<file path="src/rtl/rsbus_r2d_rdy_ctrl.sv">
// rtl/rsbus_r2d_rdy_ctrl.sv - per-channel short/long credit tracking and frm_o_rdy generation for the r2d frame port
// Define RSBUS_R2D_RDY_CTRL_STATS_EN to add the stat_frm/stat_stall counters.
module rsbus_r2d_rdy_ctrl #(
  parameter int NUM_CH     = 4,
  parameter int S_CREDITS  = 4,
  parameter int L_CREDITS  = 2,
  parameter int S_WORDS    = 2,
  parameter int L_WORDS    = 9,
  parameter int RDY_MARGIN = 1
) (
  input  logic        clk,
  input  logic        rst,
  input  logic        frm_i_stb,
  input  logic        frm_i_sof,
  input  logic [3:0]  frm_i_iid,
  input  logic [71:0] frm_i_bus,
  output logic [1:0]  frm_o_rdy,
  input  logic        ret_stb,
  input  logic [3:0]  ret_iid,
  input  logic        ret_len,
  output logic [3:0]  err_o,
  input  logic        err_clr
`ifdef RSBUS_R2D_RDY_CTRL_STATS_EN
  ,
  output logic [31:0] stat_frm,
  output logic [31:0] stat_stall
`endif
);

  localparam logic [4:0] NUM_CH_W = 5'(NUM_CH);
  localparam logic [3:0] S_MAX    = 4'(S_CREDITS);
  localparam logic [3:0] L_MAX    = 4'(L_CREDITS);
  localparam logic [3:0] MARGIN   = 4'(RDY_MARGIN);
  localparam logic [7:0] S_LOAD   = 8'(S_WORDS - 1);
  localparam logic [7:0] L_LOAD   = 8'(L_WORDS - 1);

  localparam logic [0:0] ST_IDLE = 1'b0;
  localparam logic [0:0] ST_BODY = 1'b1;

  logic [3:0] s_cnt_q [NUM_CH];
  logic [3:0] s_cnt_d [NUM_CH];
  logic [3:0] l_cnt_q [NUM_CH];
  logic [3:0] l_cnt_d [NUM_CH];
  logic [5:0] s_upd   [NUM_CH];
  logic [5:0] l_upd   [NUM_CH];
  logic [1:0] rdy_q, rdy_d;
  logic [3:0] err_q, err_d;
  logic [0:0] state_q, state_d;
  logic [7:0] wcnt_q, wcnt_d;
  logic [7:0] load;

  logic frm_len, frm_iid_ok, ret_iid_ok, cons, ret_ok;
  logic uflow, oflow, frame_err, bad_iid;
  logic unused_bus;

  assign frm_len    = frm_i_bus[39];
  assign unused_bus = ^{frm_i_bus[71:40], frm_i_bus[38:0]};
  assign frm_iid_ok = {1'b0, frm_i_iid} < NUM_CH_W;
  assign ret_iid_ok = {1'b0, ret_iid} < NUM_CH_W;
  assign cons       = frm_i_stb && frm_i_sof && frm_iid_ok;
  assign ret_ok     = ret_stb && ret_iid_ok;
  assign bad_iid    = (frm_i_stb && frm_i_sof && !frm_iid_ok) || (ret_stb && !ret_iid_ok);

  // Result is {underflow, overflow, next_count}; a consume and return on the same counter cancel.
  function automatic logic [5:0] cnt_upd(input logic [3:0] cnt, input logic [3:0] max_v,
                                         input logic dec, input logic inc);
    logic [5:0] r;
    r = {2'b00, cnt};
    if (dec && !inc) begin
      if (cnt == 4'd0) r[5] = 1'b1;
      else             r[3:0] = cnt - 4'd1;
    end else if (inc && !dec) begin
      if (cnt >= max_v) r[4] = 1'b1;
      else              r[3:0] = cnt + 4'd1;
    end
    return r;
  endfunction

  always_comb begin
    uflow = 1'b0;
    oflow = 1'b0;
    rdy_d = 2'b11;
    for (int ch = 0; ch < NUM_CH; ch++) begin
      s_upd[ch] = cnt_upd(s_cnt_q[ch], S_MAX,
                          cons && !frm_len && (frm_i_iid == 4'(ch)),
                          ret_ok && !ret_len && (ret_iid == 4'(ch)));
      l_upd[ch] = cnt_upd(l_cnt_q[ch], L_MAX,
                          cons && frm_len && (frm_i_iid == 4'(ch)),
                          ret_ok && ret_len && (ret_iid == 4'(ch)));
      s_cnt_d[ch] = s_upd[ch][3:0];
      l_cnt_d[ch] = l_upd[ch][3:0];
      uflow = uflow | s_upd[ch][5] | l_upd[ch][5];
      oflow = oflow | s_upd[ch][4] | l_upd[ch][4];
      // Ready looks at the registered counts, giving one cycle of latency.
      rdy_d[0] = rdy_d[0] & (s_cnt_q[ch] > MARGIN);
      rdy_d[1] = rdy_d[1] & (l_cnt_q[ch] > MARGIN);
    end
  end

  always_comb begin
    state_d   = state_q;
    wcnt_d    = wcnt_q;
    frame_err = 1'b0;
    load      = frm_len ? L_LOAD : S_LOAD;
    if (frm_i_stb) begin
      if (frm_i_sof) begin
        frame_err = (state_q == ST_BODY);
        wcnt_d    = load;
        state_d   = (load == 8'd0) ? ST_IDLE : ST_BODY;
      end else if (state_q == ST_IDLE) begin
        frame_err = 1'b1;
      end else begin
        wcnt_d = wcnt_q - 8'd1;
        if (wcnt_q == 8'd1) state_d = ST_IDLE;
      end
    end
  end

  assign err_d = (err_clr ? 4'b0000 : err_q) | {bad_iid, frame_err, oflow, uflow};

  always_ff @(posedge clk or posedge rst) begin
    if (rst) begin
      for (int ch = 0; ch < NUM_CH; ch++) begin
        s_cnt_q[ch] <= S_MAX;
        l_cnt_q[ch] <= L_MAX;
      end
      rdy_q   <= 2'b00;
      err_q   <= 4'b0000;
      state_q <= ST_IDLE;
      wcnt_q  <= 8'd0;
    end else begin
      for (int ch = 0; ch < NUM_CH; ch++) begin
        s_cnt_q[ch] <= s_cnt_d[ch];
        l_cnt_q[ch] <= l_cnt_d[ch];
      end
      rdy_q   <= rdy_d;
      err_q   <= err_d;
      state_q <= state_d;
      wcnt_q  <= wcnt_d;
    end
  end

  assign frm_o_rdy = rdy_q;
  assign err_o     = err_q;

`ifdef RSBUS_R2D_RDY_CTRL_STATS_EN
  logic [31:0] stat_frm_q, stat_stall_q;

  always_ff @(posedge clk or posedge rst) begin
    if (rst) begin
      stat_frm_q   <= 32'd0;
      stat_stall_q <= 32'd0;
    end else if (err_clr) begin
      stat_frm_q   <= 32'd0;
      stat_stall_q <= 32'd0;
    end else begin
      if (cons) stat_frm_q <= stat_frm_q + 32'd1;
      if (rdy_q != 2'b11) stat_stall_q <= stat_stall_q + 32'd1;
    end
  end

  assign stat_frm   = stat_frm_q;
  assign stat_stall = stat_stall_q;
`endif

endmodule
</file>
<file path="config.mk">
export PLATFORM = sky130hd
export DESIGN_NAME = rsbus_r2d_rdy_ctrl
export DESIGN_NICKNAME = d
export VERILOG_FILES = /design/src/rtl/rsbus_r2d_rdy_ctrl.sv
export SDC_FILE = /design/constraint.sdc
export NUM_CORES = 1
export LEC_CHECK = 0
export CAP_MARGIN = 20
export CORE_ASPECT_RATIO = 0.7
export CORE_MARGIN = 5
export CORE_UTILIZATION = 46
export CTS_CLUSTER_DIAMETER = 60
export CTS_CLUSTER_SIZE = 12
export DETAILED_ROUTE_END_ITERATION = 16
export PLACE_DENSITY = 0.76
export SLEW_MARGIN = 20
export SYNTH_ARGS = -nofsm -noshare
export SYNTH_HDL_FRONTEND = slang
export SYNTH_SLANG_ARGS = --single-unit
</file>
<file path="constraint.sdc">
create_clock -name clk -period 3 [get_ports clk]
set_input_delay 0.75 -clock clk [delete_from_list [all_inputs] [get_ports clk]]
set_output_delay 0.75 -clock clk [all_outputs]
set_load 0.005 [all_outputs]
</file>
* Word level (Yosys, flattened, before mapping)
Index checks and enable logic that the tools add are counted.
Word-level totals: bits in registers 47
Operators by class: $add $sub $neg 17, bitwise gates (word level) 21, eq/ne operators 23, mux-type cells 75, reductions and logical operators 91, $lt $le $gt $ge 18
Operator list (number):
- $mux W4 | 26
- $logic_and A1 B1 Y1 | 41
- $logic_not A4 Y1 | 10
- $mux W5 | 8
- $mux W1 | 39
- $add A4 B1 Y4 const B | 8
- $gt A4 B1 Y1 const B | 8
- $ne A2 B2 Y1 const B | 16
- $sub A4 B1 Y4 const B | 8
- $reduce_and A3 Y1 | 8
- $logic_not A1 Y1 | 20
- $reduce_bool A2 Y1 | 9
- $eq A4 B2 Y1 const B | 4
- $ge A4 B2 Y1 const B | 4
- $ge A4 B3 Y1 const B | 4
- $mux W8 | 2
- $or A1 B1 Y1 | 14
- $eq A4 B1 Y1 const B | 2
- $eq A8 B1 Y1 const B | 1
- $logic_not A8 Y1 | 1
- $lt A4 B3 Y1 const B | 2
- $sub A8 B1 Y8 const B | 1
- $and A1 B1 Y1 | 6
- $or A4 B4 Y4 | 1
- other kinds (2) | 2

* Logic depth before layout (Yosys ltp)
word-level depth 16, gate-level depth with buffers 10, mapped depth without buffers 9

* Worst setup path after synthesis
No wires, ideal clock.
path kind input to register, start point in frm_i_sof, end point reg err_q[1] (netlist: err_o[1]), buffers on the path 1, path slack 0.380 ns, arrival 2.481 ns, required time 2.861 ns, setup time 0.139 ns, stages on the path 10, path through clkbuf_1 > nand2_1 > nor2_1 > nand3_1 > inv_1 > ha_1 > nand2b_1 > nor2_1 > a221o_1 > or4b_1
Between the ends: word-level cells in the longest chain between the ends 16, elaborated cells on any way between the ends 60, classes of those cells 16 x mux; 8 x bitwise; 36 x reduce/logical
RTL lines:
- start: declaration | line 14 | input logic frm_i_sof,
- $logic_and A1 B1 Y1 (*) (2 in a row) | line 60 | assign cons = frm_i_stb && frm_i_sof && frm_iid_ok;
- $logic_and A1 B1 Y1, on equally long branches (2 in a row) | line 85, 88
- $logic_not A1 Y1 | line 72 | end else if (inc && !dec) begin
- $logic_and A1 B1 Y1 | line 72
- $mux W5 | line 72
- $mux W1 | line 69 | if (dec && !inc) begin
- $or A1 B1 Y1 (6 in a row) | line 93 | oflow = oflow | s_upd[ch][4] | l_upd[ch][4];
- $or A1 B1 Y1 (*) | line 93
- $or A4 B4 Y4 (*) | line 119 | assign err_d = (err_clr ? 4'b0000 : err_q) | {bad_iid, frame_err, oflow, uflow};
- named net err_d[1] | line 47 | logic [3:0] err_q, err_d;
- end signal: assignment | line 137 | err_q <= err_d;
- end: declaration | line 47
The timed path passes the listed nets; every way through them passes the cells marked *. The select of a mux whose other input is x is not followed. A chain may end at the register's enable or synchronous reset.

* Worst setup path after layout
start point in frm_i_iid[0], end point reg l_cnt_q[14] in the netlist's numbering
Between the ends: word-level cells in the longest chain between the ends 8, elaborated cells on any way between the ends 13, classes of those cells 1 x order compare; 2 x eq/ne; 1 x mux; 9 x reduce/logical
RTL lines:
- start: declaration | line 15 | input logic [3:0] frm_i_iid,
- $lt A4 B3 Y1 | line 58 | assign frm_iid_ok = {1'b0, frm_i_iid} < NUM_CH_W;
- $logic_and A1 B1 Y1 | line 60
- $logic_and A1 B1 Y1 | line 88 | cons && frm_len && (frm_i_iid == 4'(ch)),
- $logic_and A1 B1 Y1 (*) | line 88
- $logic_not A1 Y1 | line 72
- $logic_and A1 B1 Y1 | line 72
- $reduce_bool A2 Y1 (no source line)
- $reduce_and A3 Y1 (no source line)
- end signal: indexed assignment | line 134 | l_cnt_q[ch] <= l_cnt_d[ch];
- end: declaration | line 42 | logic [3:0] l_cnt_q [NUM_CH];
Mark *: on every way between the ends. The rest lies on a longest branch, timed or not.

==> out/metrics.yaml <==
outcome: "finished clean"
fp.dieW_um: 116
post-route-drc-count: 0
synthArstFlopShare_pct: 100
fin_tns_setup_ps: 0
grt_pass1_vias: 3200
p_clk_share_pct: 29.9
fmax_ghz: 0.349
detailed_place.area_um2: 4300
syn_nets: 565
hp-class: "reg2reg"
grt_max_degree: 31
min_period_ps: 2870
p_int_mw: 1.28
ys_top_cells_by_area: "dfrtp_1 27%, ha_1 19%, dfstp_2 5.8%"
end_kind: "register"
top_usage_layer: "met2"
boundaryPins: 93
crit_type: "in2reg"
vias: 3198
r2r_end: "err_o[1]"
wl_per_cell_um: 14.6
cts_hold_buf: 0
r2r-start: "l_cnt_q[8]"
synth_top_family_by_area: "simple AND/OR/NAND/NOR gates"
slew_violations: 0
grt_use_met1_pct: 26.3
fp.dieH_um: 84.5
reg2reg_depth: 5
r2r_slack_ps: 870
dp.cells: 585
design_area_um2: 4500
fin_crit_sh_pct: 95.6
io_buffer_count: 21
tritoncts.num_buffers: 5
finClkSkew_ps: 6.04
synthMuxAreaShare_pct: 5.53
clock_latency_ps: 300
grt_pass1_wl_um: 15000
dp_hpwl_um: 6720
synthesis.area_um2: 3640
synth_top_area_share_pct: 26.8
grtUsageMet3_pct: 4.03
drtPass1Iterations: 5
critPathCapture: "l_cnt_q[14]"
cts_tree: "built"
antenna_cells: 0
final_cell_count_no_fill: 593
synth_compound_area_share_pct: 14.7
drt-initial-drc-count: 226
post_cts_buffers: 0
dieArea_um2: 9830
max-cap-violations: 0
clock-sinks: 47
ant_nets: 0
synth-simple-area-share_pct: 23.3
worst-path-max-fanout: 6
cts_buffer_depth: 2
power_density_nw_per_um2: 431
layout-drive-gt1-share_pct: 16.9
startpoint_type: "input port"
p_leak_nw: 2.05
fin_nets: 632
finalWeightedCongestion: 0.994
routed_wl_um: 8690
crit_arrival_ps: 3050
ys.flop_type: "dfrtp_1"
use_met2_pct: 30.0
yosys.area_share.adder_pct: 18.6
synth-xor-area-share_pct: 0
yosysSeqAreaShare_pct: 32.6
hold_viol: 0
ys_types: 48
synthCells: 424
crit_required_ps: 3180
synth-edff-count: 0
swShare_pct: 33.8
p_sw_mw: 0.654
syn2layout_area_growth_pct: 23.4
via_per_inst: 5.39
finalHoldWorstSlack_ps: 518
synth.avg_cell_area_um2: 8.59
peakVddDrop_uv: 304
htree_levels: 2
antenna_found_initial: 0
crit_start: "frm_i_iid[0]"
utilization_pct: 57.6
cts-root-buf: "clkbuf_16"
gr-total-overflow: 0
initial_core_util_pct: 46.7
rows: 27
synth_area_leader_cell: "dfrtp_1"
final_cell_mix: "54 x ha_1, 46 x inv_1, 43 x nor2_1, 43 x buf_4"
grtUsageTotal_pct: 19.0
relSlewSlack_pct: 69.0
final_common_cell: "ha_1"
tightest_slew_ps: 453
ys_seq_elements: 47
ys_warn_count: 0
cts.clk_slew.worst_paths_ps: 70
setup_viol: 0
p_comb_share_pct: 27.6
seqPwrFrac_pct: 42.5
fp.coreArea_um2: 7800
## critical path: stages
cell and delay, ps:
clkdlybuf4s50_1 460, or3_1 400, or3_1 410, buf_4 150, ha_1 290, a211o_1 360
o21ai_1 160, o31ai_1 80
## sequential cells by signal, indices dropped and copies added, names as in the netlist
name       cells
frm_o_rdy      2
wcnt_q         8
s_cnt_q       16
err_o          4
l_cnt_q       16
state_q        1
## synth_stat cells, types with 2 or more instances
master and instances:
ha_1 54, mux2_2 9, nor2b_1 12, o31ai_1 4, o21ba_2 2, nor2_1 43
nand3b_1 2, dfstp_2 8, a21o_1 2, a22o_1 2, or4_1 2, clkbuf_1 5
a31oi_1 4, dfrtp_1 39, a211oi_1 2, nor4_1 11, or3_1 3, nand2b_1 6
o2bb2ai_1 2, nand3_1 10, nand2_1 34, a21oi_1 13, a221o_1 2, nand4_1 3
a22oi_1 3, inv_1 47, a32o_1 2, mux2i_1 10, o21ai_0 40, nor4bb_1 5
and2_1 2, nor3_1 22, nor3b_1 2, or2_2 3
## stage by stage
step	power [mW]	worst slack (ps)
after floorplan	1.17	380
after global placement	1.33	-206
after detailed placement	1.36	-266
after CTS	1.95	48.7
after global routing	2.08	-48.7
final	1.94	131
## power by group through the flow
stage | clock, mW | combinational (mW) | sequential (mW)
2_1_floorplan | 0 | 0.363 | 0.810
5_1_grt | 0.630 | 0.611 | 0.841
4_1_cts | 0.595 | 0.532 | 0.823
6_report | 0.579 | 0.534 | 0.824
3_5_place_dp | 0 | 0.528 | 0.832
3_3_place_gp | 0 | 0.498 | 0.827
## layer usage
layer / wire, um / part of all wire (%)
met1: 4170 / 48
met2: 4000 / 46
met3: 383 / 4.4
met4: 129 / 1.5
met5: 0 / 0
## logic make-up (layout without fill, tap and decap cells)
family,count (synthesis),in the layout
compound gates,86,86
buf+inv,52,120
simple gates,166,166
flops,47,47
fa+ha+maj,54,54
mux,19,19
## area by class of cell
| cell class | instances | area, um^2 |
|---|---|---|
| fillers | 672 | 3310 |
| multi-input cells | 325 | 2300 |
| flip-flops and latches | 47 | 1190 |
| repair buffers | 65 | 553 |
| inverters | 47 | 176 |
| well taps | 101 | 126 |
| clock buffers | 5 | 125 |
| clock inverters | 3 | 25.0 |
## how the worst min path moves through the flow
| stage | start | end | slack (ps) | depth (start not counted) |
|---|---|---|---|---|
| 2_1_floorplan | wcnt_q[5] | wcnt_q[5] | 460 | 2 |
| 3_3_place_gp | err_o[2] | err_o[2] | 500 | 1 |
| 3_5_place_dp | err_o[2] | err_o[2] | 500 | 1 |
| 4_1_cts | s_cnt_q[14] | s_cnt_q[14] | 520 | 2 |
| 5_1_grt | l_cnt_q[9] | l_cnt_q[9] | 550 | 2 |
| 6_report | err_o[2] | err_o[2] | 520 | 1 |
## what timing repair did
item                                   4_1_cts  5_1_grt
setup endpoints to repair                    0       11
endpoints found under the hold margin        0        0
resized for setup                            0        8
No activity file was read; power rests on OpenSTA's default activity.
